**src/rtl/pipeline_ctrl_pkg.sv**
```systemverilog
// Shared types and constants for the pipeline hazard controller and its forwarding unit.
package pipe_pkg;

    typedef enum logic [1:0] {
        RUN      = 2'd0,
        FLUSH    = 2'd1,
        MEM_WAIT = 2'd2
    } state_e;

    localparam logic [1:0] FWD_RF   = 2'b00;
    localparam logic [1:0] FWD_MEM  = 2'b10;
    localparam logic [1:0] FWD_WB   = 2'b01;
    localparam logic [4:0] REG_ZERO = 5'd0;

    // Youngest writer wins: EX/MEM holds a newer value than MEM/WB.
    function automatic logic [1:0] fwd_pick(
        input logic [4:0] src,
        input logic [4:0] mem_rd,
        input logic       mem_we,
        input logic [4:0] wb_rd,
        input logic       wb_we
    );
        if (mem_we && mem_rd != REG_ZERO && mem_rd == src)
            return FWD_MEM;
        else if (wb_we && wb_rd != REG_ZERO && wb_rd == src)
            return FWD_WB;
        else
            return FWD_RF;
    endfunction

endpackage

```
**src/rtl/pipeline_ctrl_fwd_unit.sv**
```systemverilog
// Combinational ALU operand forwarding; one select per EX source operand.
module fwd_unit
    import pipe_pkg::*;
#(
    parameter int NUM_OPS = 2
) (
    input  logic [NUM_OPS-1:0][4:0] ex_src_i,
    input  logic [4:0]              mem_rd_i,
    input  logic                    mem_we_i,
    input  logic [4:0]              wb_rd_i,
    input  logic                    wb_we_i,
    output logic [NUM_OPS-1:0][1:0] fwd_sel_o
);

    for (genvar g = 0; g < NUM_OPS; g++) begin : g_op
        assign fwd_sel_o[g] = fwd_pick(ex_src_i[g], mem_rd_i, mem_we_i, wb_rd_i, wb_we_i);
    end

endmodule

```
**src/rtl/pipeline_ctrl.sv**
```systemverilog
// Hazard/sequencing controller for the 5-stage pipeline: stall, bubble, flush,
// memory wait freeze, forwarding selects, stall counter and sticky memory timeout.
module pipeline_ctrl
    import pipe_pkg::*;
#(
    parameter int FLUSH_CYCLES = 1,
    parameter int MEM_TIMEOUT  = 255,
    parameter int CNT_W        = 16
) (
    input  logic             clock,
    input  logic             reset_n,
    input  logic [4:0]       id_rs_addr,
    input  logic [4:0]       id_rt_addr,
    input  logic             id_uses_rs,
    input  logic             id_uses_rt,
    input  logic [4:0]       ex_rs_addr,
    input  logic [4:0]       ex_rt_addr,
    input  logic [4:0]       ex_rd_addr,
    input  logic             ex_mem_read,
    input  logic             ex_jump,
    input  logic [4:0]       mem_rd_addr,
    input  logic             mem_reg_write,
    input  logic [4:0]       wb_rd_addr,
    input  logic             wb_reg_write,
    input  logic             dmem_req,
    input  logic             dmem_ready,
    output logic             pc_en,
    output logic             if_id_en,
    output logic             if_id_flush,
    output logic             id_ex_en,
    output logic             id_ex_bubble,
    output logic             ex_mem_en,
    output logic [1:0]       fwd_a,
    output logic [1:0]       fwd_b,
    output logic [CNT_W-1:0] stall_count,
    output logic             mem_timeout
);

    localparam logic [2:0]  FLUSH_LOAD = 3'(FLUSH_CYCLES - 1);
    localparam logic [15:0] WAIT_MAX   = 16'(MEM_TIMEOUT);

    state_e           state_q, state_d;
    logic [2:0]       flush_cnt_q, flush_cnt_d;
    logic [15:0]      wait_cnt_q, wait_cnt_d;
    logic [CNT_W-1:0] stall_cnt_q, stall_cnt_d;
    logic             timeout_q, timeout_d;

    logic             mem_wait, in_flush, jump_take, load_use;
    logic [1:0][4:0]  ex_src;
    logic [1:0][1:0]  fwd_sel;

    assign mem_wait  = dmem_req && !dmem_ready;
    // A flush interrupted by a memory wait resumes once the access completes.
    assign in_flush  = (state_q == FLUSH) || (state_q == MEM_WAIT && flush_cnt_q != 3'd0);
    assign jump_take = ex_jump && !in_flush;
    assign load_use  = ex_mem_read && (ex_rd_addr != REG_ZERO) &&
                       ((id_uses_rs && id_rs_addr == ex_rd_addr) ||
                        (id_uses_rt && id_rt_addr == ex_rd_addr));

    always_ff @(posedge clock or negedge reset_n) begin
        if (!reset_n) begin
            state_q     <= RUN;
            flush_cnt_q <= 3'd0;
            wait_cnt_q  <= 16'd0;
            stall_cnt_q <= '0;
            timeout_q   <= 1'b0;
        end else begin
            state_q     <= state_d;
            flush_cnt_q <= flush_cnt_d;
            wait_cnt_q  <= wait_cnt_d;
            stall_cnt_q <= stall_cnt_d;
            timeout_q   <= timeout_d;
        end
    end

    always_comb begin
        state_d     = state_q;
        flush_cnt_d = flush_cnt_q;
        wait_cnt_d  = 16'd0;
        timeout_d   = timeout_q;
        if (mem_wait) begin
            state_d    = MEM_WAIT;
            wait_cnt_d = (wait_cnt_q == WAIT_MAX) ? wait_cnt_q : wait_cnt_q + 16'd1;
            if (wait_cnt_d == WAIT_MAX)
                timeout_d = 1'b1;
        end else if (in_flush) begin
            flush_cnt_d = flush_cnt_q - 3'd1;
            state_d     = (flush_cnt_q == 3'd1) ? RUN : FLUSH;
        end else if (jump_take) begin
            flush_cnt_d = FLUSH_LOAD;
            state_d     = (FLUSH_LOAD != 3'd0) ? FLUSH : RUN;
        end else begin
            flush_cnt_d = 3'd0;
            state_d     = RUN;
        end
        stall_cnt_d = (!pc_en && stall_cnt_q != '1) ? stall_cnt_q + CNT_W'(1) : stall_cnt_q;
    end

    always_comb begin
        pc_en        = 1'b1;
        if_id_en     = 1'b1;
        if_id_flush  = 1'b0;
        id_ex_en     = 1'b1;
        id_ex_bubble = 1'b0;
        ex_mem_en    = 1'b1;
        if (!reset_n) begin
            pc_en        = 1'b0;
            if_id_en     = 1'b0;
            if_id_flush  = 1'b1;
            id_ex_en     = 1'b0;
            id_ex_bubble = 1'b1;
            ex_mem_en    = 1'b0;
        end else if (mem_wait) begin
            pc_en     = 1'b0;
            if_id_en  = 1'b0;
            id_ex_en  = 1'b0;
            ex_mem_en = 1'b0;
        end else if (in_flush || jump_take) begin
            if_id_flush  = 1'b1;
            id_ex_bubble = 1'b1;
        end else if (load_use) begin
            pc_en        = 1'b0;
            if_id_en     = 1'b0;
            id_ex_bubble = 1'b1;
        end
    end

    assign ex_src = {ex_rt_addr, ex_rs_addr};

    fwd_unit #(.NUM_OPS(2)) u_fwd (
        .ex_src_i  (ex_src),
        .mem_rd_i  (mem_rd_addr),
        .mem_we_i  (mem_reg_write),
        .wb_rd_i   (wb_rd_addr),
        .wb_we_i   (wb_reg_write),
        .fwd_sel_o (fwd_sel)
    );

    assign fwd_a       = reset_n ? fwd_sel[0] : FWD_RF;
    assign fwd_b       = reset_n ? fwd_sel[1] : FWD_RF;
    assign stall_count = stall_cnt_q;
    assign mem_timeout = timeout_q;

endmodule

```
**config.mk**
```make
export PLATFORM = sky130hd
export DESIGN_NAME = pipeline_ctrl
export DESIGN_NICKNAME = d
export VERILOG_FILES = /design/src/rtl/pipeline_ctrl_pkg.sv /design/src/rtl/pipeline_ctrl_fwd_unit.sv /design/src/rtl/pipeline_ctrl.sv
export SDC_FILE = /design/constraint.sdc
export NUM_CORES = 1
export LEC_CHECK = 0
export ABC_AREA = 1
export CORE_ASPECT_RATIO = 1.25
export CORE_MARGIN = 10
export CORE_UTILIZATION = 35
export DETAILED_ROUTE_END_ITERATION = 6
export DONT_BUFFER_PORTS = 1
export GPL_ROUTABILITY_DRIVEN = 0
export HOLD_SLACK_MARGIN = 0.06
export PLACE_DENSITY = 0.52
export SETUP_SLACK_MARGIN = 0.2
export SLEW_MARGIN = 20
export SYNTH_ARGS = -nofsm -noshare
export SYNTH_HDL_FRONTEND = slang
export SYNTH_SLANG_ARGS = --single-unit
```
**constraint.sdc**
```tcl
create_clock -name clock -period 1.9 [get_ports clock]
set_clock_uncertainty 0.15 [all_clocks]
set_input_delay 0.19 -clock clock [delete_from_list [all_inputs] [get_ports clock]]
set_output_delay 0.19 -clock clock [all_outputs]
set_load 0.005 [all_outputs]
```
# Yosys cells after proc, flatten, opt, wreduce, memory -nomap -nowiden
# Index checks and enable logic that the tools add are counted.
[op_classes]
n_addsub = 3
eq_ne = 12
n_mux = 25
n_reduce_logical = 25
[ops]
columns = ["operator", "count"]
rows = [
  ["adder 16 x 1 -> 16 bit, second input constant", 2],
  ["equality test 16 x 8 -> 1 bit, second input constant", 2],
  ["two-way mux 16 bit", 2],
  ["equality test 5 bit", 6],
  ["two-way mux 1 bit", 17],
  ["!= test 16 bit, second input constant", 1],
  ["nonzero test 5 bit", 3],
  ["logical AND 1 bit", 14],
  ["two-way mux 2 bit", 5],
  ["equality test 3 x 1 -> 1 bit, second input constant", 1],
  ["logical NOT 1 bit", 3],
  ["logical OR 1 bit", 3],
  ["two-way mux 3 bit", 1],
  ["nonzero test 3 bit", 1],
  ["subtractor 3 x 1 -> 3 bit, second input constant", 1],
  ["equality test 2 x 1 -> 1 bit, second input constant", 1],
  ["equality test 2 bit, second input constant", 1],
  ["AND reduction 2 bit", 1],
]
[word_totals]
register_bits = 38
in_bits = 45
out_inout_bits = 27
wordCells = 70

# Longest topological paths before layout
# Gate-level depths: netlist of the first run.
[logic_depth]
ltp_word = 11
depth_mapped = 13
depth_no_buf = 13

# Cells and area by module
# Synthesis of the first run repeated with hierarchy kept, for this count alone.
[unflattened]
hier_cells = 440
area_unflattened_um2 = 2880.3
[modules_own_cells]
columns = ["mod", "instances", "cells_per_inst", "area_per_inst_um2", "seq_area_each_um2"]
rows = [
  ["pipeline_ctrl", 1, 359, 2517.4, 950.9],
  ["fwd_unit", 1, 81, 362.8, 0.0],
]

# Least setup slack after synthesis of the first run
# Ideal clock, no wire load.
[synth_path]
path_kind = "register to output"
startpoint = "register flush_cnt_q[0]"
endpoint = "output pc_en"
t_arrival_ns = 1.539
t_required_ns = 1.560
path_slack_ns = 0.021
stages_incl_launch_ff = 12
path_buffers = 2
path_cell_list = "dfrtp_1 > inv_1 > ha_1 > nand2_1 > nand3_1 > o21ai_0 > nor2_1 > nand3_1 > nand2_2 > buf_2 > inv_2 > buf_4"
[synth_via]
elab_chain_cells = 9
[synth_lines]
columns = ["element", "line", "text"]
rows = [
  ["start: declaration", "pipeline_ctrl.sv:43", "logic [2:0] flush_cnt_q, flush_cnt_d;"],
  ["start signal: assignment", "pipeline_ctrl.sv:69", "flush_cnt_q <= flush_cnt_d;"],
  ["nonzero test 3 bit (*)", "pipeline_ctrl.sv:54", "assign in_flush = (state_q == FLUSH) || (state_q == MEM_WAIT && flush_cnt_q != 3'd0);"],
  ["logical AND 1 bit (*)", "pipeline_ctrl.sv:54", ""],
  ["logical OR 1 bit (*)", "pipeline_ctrl.sv:54", ""],
  ["logical NOT 1 bit", "pipeline_ctrl.sv:55", "assign jump_take = ex_jump && !in_flush;"],
  ["logical AND 1 bit", "pipeline_ctrl.sv:55", ""],
  ["logical OR 1 bit (*)", "pipeline_ctrl.sv:118", "end else if (in_flush || jump_take) begin"],
  ["two-way mux 1 bit (*) (3 in series)", "-", ""],
  ["end: declaration", "pipeline_ctrl.sv:27", "output logic pc_en,"],
]
# Every way passes the cells marked *; elsewhere a longest branch is shown, timed or not.

# Worst setup path after layout of the first run
# Ends and elaborated chain as after synthesis.

==> results of run 1 <==
cell usage after synthesis, types with 2 or more instances:
library cell	count	share of area [%]
nand2_2	4	0.89
o22ai_1	2	0.44
ha_1	5	2.2
dfrtp_1	38	34
a21oi_1	15	2.7
nand3_1	42	7.5
nor4_1	4	0.89
o21ai_1	4	0.71
nand4_1	7	1.6
clkbuf_1	2	0.27
buf_2	2	0.36
nor2_1	55	7.3
nand2_1	109	15
buf_4	2	0.53
o21ai_0	8	1.4
buf_6	2	0.80
inv_1	37	4.9
inv_2	10	1.3
xnor2_1	15	4.7
xor2_1	23	7.1
nor3_1	5	0.89
nor2_2	2	0.44
nand3b_1	2	0.53
path summary, 6_finish.rpt:
check | cells after the start | slack, ps | endpoint
hold reg to reg | 2 | 350 | mem_timeout
setup / recovery | 10 | 30 | pc_en
min in group asynchronous | 2 | 230 | wait_cnt_q[15]
max in group asynchronous | 2 | 1160 | stall_count[5]
hold / removal | 4 | 140 | mem_timeout
setup reg to reg | 10 | 100 | stall_count[0]
what timing repair did:
item | in CTS | in global routing
pin swaps | 16 | 13
hold buffers | 3 | 0
hold endpoints to repair | 39 | 0
endpoints found under the setup margin | 21 | 29
cloned | 2 | 0
gates resized for setup | 31 | 29
setup buffers | 17 | 1
area by class of cell:
type                    instances  area, um2
well taps                      95        119
clock inverters                 2       12.5
clock buffers                   6       82.6
fillers                       829       4150
flip-flops and latches         38        952
multi-input cells             316       1860
repair buffers                 54        482
inverters                      47        184
power by group through the flow:
stage	registers, mW	clock network [mW]	logic, mW
CTS	0.991	0.628	0.731
global placement	1.01	0	0.554
floorplan	1.02	0	0.391
detailed placement	1.01	0	0.566
finish	0.993	0.600	0.802
global route	1.01	0.654	0.893
layout by cell type (no fill, tap or decap), types with 14 or more instances in the layout:
cell / instances
nand2_1: 97
nor2_1: 50
buf_4: 40
dfrtp_1: 37
inv_1: 34
nand3_1: 30
xor2_1: 23
xnor2_1: 15
nand2_2: 14
registers in the layout (all words and copies together), names as in the netlist:
name and cells:
stall_count 16, flush_cnt_q 3, state_q 2, mem_timeout 1, wait_cnt_q 16
worst reg2reg max path, stage by stage, from the launching register on:
cell and delay [ps]:
dfrtp_1 400, ha_4 170, nand3_4 80, nor3_4 200, nand2_2 100, nor2_4 100, nand3_4 160, buf_12 190
nand2_8 100, nand2_2 50, nand2_1 50
logic make-up (layout without fill, tap and decap cells):
| logic type | Yosys count | after routing |
|---|---|---|
| XOR/XNOR | 38 | 38 |
| flip-flops | 38 | 38 |
| adder cells (fa/ha/maj) | 5 | 5 |
| AO/OA/AOI/OAI | 33 | 33 |
| AND/OR/NAND/NOR | 238 | 240 |
| buffers and inverters | 55 | 109 |
stage by stage:
step / utilization (%) / setup slack, ps
after global routing: 47.1 / -40.2
after floorplan: - / 114
final: 47.1 / 33.3
after global placement: 40.4 / 52.6
after detailed placement: 40.4 / 15.1
after CTS: 45.5 / 36.2
metal layers:
metal / share of wire, % / track usage (%)
met1: 39 / 14.2
met2: 53 / 24.7
met3: 5.5 / 3.48
met4: 2.0 / 5.13
met5: 0 / 0
==> impl_metrics.csv, run 1 <==
group,metric,value,unit
run_status,outcome,"completed",
critical_path,crit_chain,"inv_2 -> ha_4 -> nand2_2 -> nand3_2 -> o21ai_2 -> nor2_2 -> nand3_2 -> nand2_4 -> buf_12 -> inv_6",
final_layout,nNetsFinal,512,
logic_synthesis,synth_cells,407,
floorplan,die-area,12100,um2
routing,drt-total-wl,8.23,mm
power,vdd_drop_max,0.494,mV
power,powerDensity,649,nW/um2
clock_network,root_buffer,"clkbuf_8",
clock_network,cts_inserted_buffers,5,
routing,firstDrtPassIters,4,
critical_path,critical_path.max_fanout,2,
logic_synthesis,synth_top_family_by_area,"simple AND/OR/NAND/NOR gates",
global_routing,grt_max_degree,39,
final_layout,instances_no_fill,558,
logic_synthesis,synthAdderAreaFrac,2.22,%
logic_synthesis,ys.warnings.count,0,
timing,min_period,1870,ps
routing,wire_per_inst,14.7,um
critical_path,max_stage_delay,390,ps
power,p_int,1.58,mW
critical_path,crit_start,"flush_cnt_q[0]",
final_layout,drive_gt1_share,27.9,%
critical_path,worst_path_most_repeated_cell,"nand3_2",
routing,viasPerCell,4.90,
routing,drtIter0Drc,99,
critical_path,timing.rr.start,"stall_count[1]",
placement,io_buffers,0,
logic_synthesis,ys.flop_type,"dfrtp_1",
floorplan,die_height,120,um
final_layout,final_area,3690,um2
floorplan,coreArea,7840,um2
clock_network,h-tree-depth,2,
final_layout,areaGrowthSynthToFinish,30.9,%
critical_path,endpoint_kind,"output port",
job,maxCapViolCount,0,
clock_network,cts_tree,"done",
logic_synthesis,async_flop_share,100,%
logic_synthesis,muxShareOfSynthArea,0,%
hold_path,worstHoldStart,"dmem_ready",
logic_synthesis,synth_simple_gate_area_share,37.6,%
power,p_clk_share,25.0,%
critical_path,worst_ep_arrival_time,1530,ps
clock_network,path_clk_slew,80,ps
power,p_sw,812,uW
global_routing,grt_first_pass_wirelength,13.3,mm
logic_synthesis,avgSynthCellArea,6.93,um2
floorplan,dieWidth,100,um
global_routing,antenna_found_initial,0,
logic_synthesis,synth_area,2820,um2
timing,hold_viol_final,0,
logic_synthesis,synth_xor_area_share,11.8,%
routing,ant_nets,0,
global_routing,overflow,0,
timing,fmax,536,MHz
routing,vias,2733,
logic_synthesis,ys_types,35,
final_layout,diodes,0,
critical_path,crit_slowest_cell,"dfrtp_1",
global_routing,grt_use_total,13.4,%
timing,finalCritPeriodShare,98.2,%
floorplan,initial_utilization,36.0,%
logic_synthesis,synth-edff-count,0,
power,leakage,1.68,nW
placement,dp.cells,527,
critical_path,crit_family,"simple AND/OR/NAND/NOR gates",
logic_synthesis,ys_ff_latch,38,
global_routing,grt_pass1_vias,2849,
logic_synthesis,synthesis.nets,457,
clock_network,clockBufferDepth,2,
power,total_power,2.40,mW
placement,dpl-instance-area,3170,um2
logic_synthesis,ys_seq_area_share,33.7,%
critical_path,crit_required,1560,ps
timing,relSlewSlack,72.0,%
floorplan,io_pins,72,
placement,hpwl,6.06,mm
critical_path,startpoint_type,"flip-flop",
timing,finalSetupViolCount,0,
logic_synthesis,synth-compound-area-share,6.39,%
routing,post-route-drc-count,0,
critical_path,crit_buf_inv,3,
timing,tightest_slew,415,ps
power,switching_share,33.9,%
hold_path,min_path_type,"in2reg",
clock_network,cts_sinks,38,
floorplan,num_rows,36,
timing,drv_slew,0,
timing,fin_tns_setup,0,ps
timing,rsz0062_at_grt,"true",
timing,fin_hold_ws,141,ps
clock_network,clock_latency,290,ps
power,p_comb_share,33.5,%
critical_path,critical_path_class,"reg2out",
power,p_seq_share,41.5,%
No activity file was read; power rests on OpenSTA's default activity.
==> inputs of run 2 (changes only) <==
==> constraint.sdc (replaced) <==
create_clock -name clock -period 1.9 [get_ports clock]
set_clock_uncertainty 0.15 [all_clocks]
set_input_delay 0.19 -clock clock [delete_from_list [all_inputs] [get_ports clock]]
set_output_delay 0.19 -clock clock [all_outputs]
set_load 0.01 [all_outputs]
==> run 2 against run 1 <==
Compared with the run above: design area rose by 4.2%; non-clock buffer count up 15; sequential cell count stayed put; critical path type unchanged; critical endpoint unchanged.
==> impl_metrics.csv, run 2 (synthesis results as in run 1) <==
group,metric,value,unit
run_status,outcome,"completed",
floorplan,coreArea,7840,um2
final_layout,final_core_util,49.1,%
global_routing,grt_pass1_vias,2788,
final_layout,instances_no_fill,572,
hold_path,worstHoldStart,"dmem_ready",
critical_path,r2r_cells,13,
power,p_sw,835,uW
final_layout,drive_gt1_share,31.0,%
floorplan,io_pins,72,
routing,firstDrtPassIters,4,
power,powerDensity,642,nW/um2
global_routing,grt_max_degree,39,
routing,viasPerCell,4.91,
hold_path,min_path_type,"in2reg",
power,p_seq_share,39.5,%
clock_network,cts_tree,"done",
routing,vias,2806,
timing,relSlewSlack,71.5,%
critical_path,startpoint_type,"flip-flop",
placement,dp.cells,532,
critical_path,crit_required,1560,ps
global_routing,antenna_found_initial,0,
critical_path,reg2reg_to,"stall_count[8]",
timing,fmax,534,MHz
global_routing,grt_first_pass_wirelength,13.0,mm
routing,wl_met2,4.31,mm
clock_network,cts_inserted_buffers,5,
placement,hpwl,6.05,mm
floorplan,die-area,12100,um2
routing,drtIter0Drc,83,
power,leakage,1.78,nW
timing,finalCritPeriodShare,98.6,%
timing,tightest_slew,421,ps
critical_path,timing.rr.start,"flush_cnt_q[1]",
floorplan,die_height,120,um
hold_path,min_delay_path_depth,4,
timing,hold_viol_final,0,
routing,ant_nets,0,
critical_path,r2r_slack,80,ps
clock_network,root_buffer,"clkbuf_8",
routing,met3_length,524,um
timing,drv_slew,0,
timing,fin_tns_setup,0,ps
floorplan,initial_utilization,36.0,%
routing,wire_per_inst,14.3,um
critical_path,endpoint_kind,"output port",
critical_path,critical_path.max_fanout,5,
final_layout,diodes,0,
final_layout,final_cell_mix,"91 x nand2_1, 56 x buf_4, 47 x nor2_1",
global_routing,grt_use_total,13.0,%
timing,min_period,1870,ps
critical_path,worst_ep_arrival_time,1530,ps
power,vdd_drop_max,0.468,mV
power,p_comb_share,36.6,%
routing,highest_layer,"met4",
placement,io_buffers,0,
timing,fin_ws,27.3,ps
critical_path,critical_path_class,"reg2out",
routing,wl_met1,3.25,mm
clock_network,clockBufferDepth,2,
power,p_int,1.63,mW
placement,dp_slack,4.21,ps
final_layout,nNetsFinal,526,
clock_network,h-tree-depth,2,
final_layout,final_common_cell,"nand2_1",
floorplan,num_rows,36,
routing,post-route-drc-count,0,
clock_network,cts_sinks,38,
clock_network,path_clk_slew,80,ps
timing,rsz0062_at_grt,"true",
final_layout,areaGrowthSynthToFinish,36.4,%
hold_path,worst_hold_path.endpoint,"mem_timeout",
floorplan,dieWidth,100,um
timing,finalSetupViolCount,0,
clock_network,clock_latency,290,ps
global_routing,overflow,0,
routing,drt-total-wl,8.20,mm
power,p_clk_share,23.9,%
power,switching_share,33.8,%
job,maxCapViolCount,0,
==> run 2: cell count changes in the layout (fill, tap and decap cells not counted), moves of 2 or more <==
cell,change
buf_12,+2
buf_4,+16
buf_6,-3
dfrtp_1,-4
dfrtp_2,+4
nand2_1,-6
nand2_2,+4
nand3_1,+5
nand3_2,-6
nor2_1,-3
nor2_4,+4
==> run 2: power by group through the flow <==
stage	combinational, mW	sequential, mW	clock [mW]
floorplan	0.404	1.04	0
global placement	0.640	0.988	0
detailed placement	0.652	0.989	0
CTS	0.798	0.974	0.611
global route	1.01	0.985	0.652
finish	0.904	0.974	0.591
==> run 2: worst max-delay path by stage <==
stage                         startpoint         endpoint  slack, ps  depth (start not counted)
after floorplan           flush_cnt_q[0]            pc_en        120                         11
after global placement    flush_cnt_q[0]   stall_count[0]         50                         11
after detailed placement  flush_cnt_q[1]  stall_count[10]          4                         11
after CTS                 flush_cnt_q[0]            pc_en         20                         10
after global routing      flush_cnt_q[1]         if_id_en        -60                         10
final                     flush_cnt_q[1]            pc_en         30                         10
==> run 2: final cells by class <==
type,instances,area (um2)
Clock inverter,1,5.00
Sequential cell,38,957
Clock buffer,7,86.3
Tap cell,95,119
Multi-Input combinational cell,315,1890
Fill cell,789,3990
Timing Repair Buffer,69,608
Inverter,47,181
==> run 2: timing repair <==
item	in CTS	in global routing
cloned	0	1
endpoints found under the setup margin	21	23
resized for setup	25	42
hold endpoints to repair	39	0
hold buffers	3	0
pin swaps	5	19
setup buffers	10	18
==> run 2: through the flow <==
step / total power, mW / cell area (um2) / hold WS [ps]
global route: 2.64 / 3840 / 151
detailed placement: 1.64 / 3230 / -254
CTS: 2.38 / 3540 / 132
finish: 2.47 / 3840 / 140
floorplan: 1.45 / 2870 / -256
global placement: 1.63 / 3230 / -254
==> run 2: routing by layer <==
metal / track usage, % / vias to the layer above
met4: 3.54 / 0
met1: 14.4 / 1294
met2: 23.0 / 57
met5: 0 / -
met3: 4.22 / 10
li1: - / 1445
==> run 2: worst max-delay path: stages, from the launching register on <==
cell,delay [ps]
dfrtp_1,380
inv_2,90
ha_4,130
nand2_2,40
nand3_2,50
o21ai_2,60
nor2_2,110
nand3_2,110
nand2_4,100
buf_12,110
inv_6,40
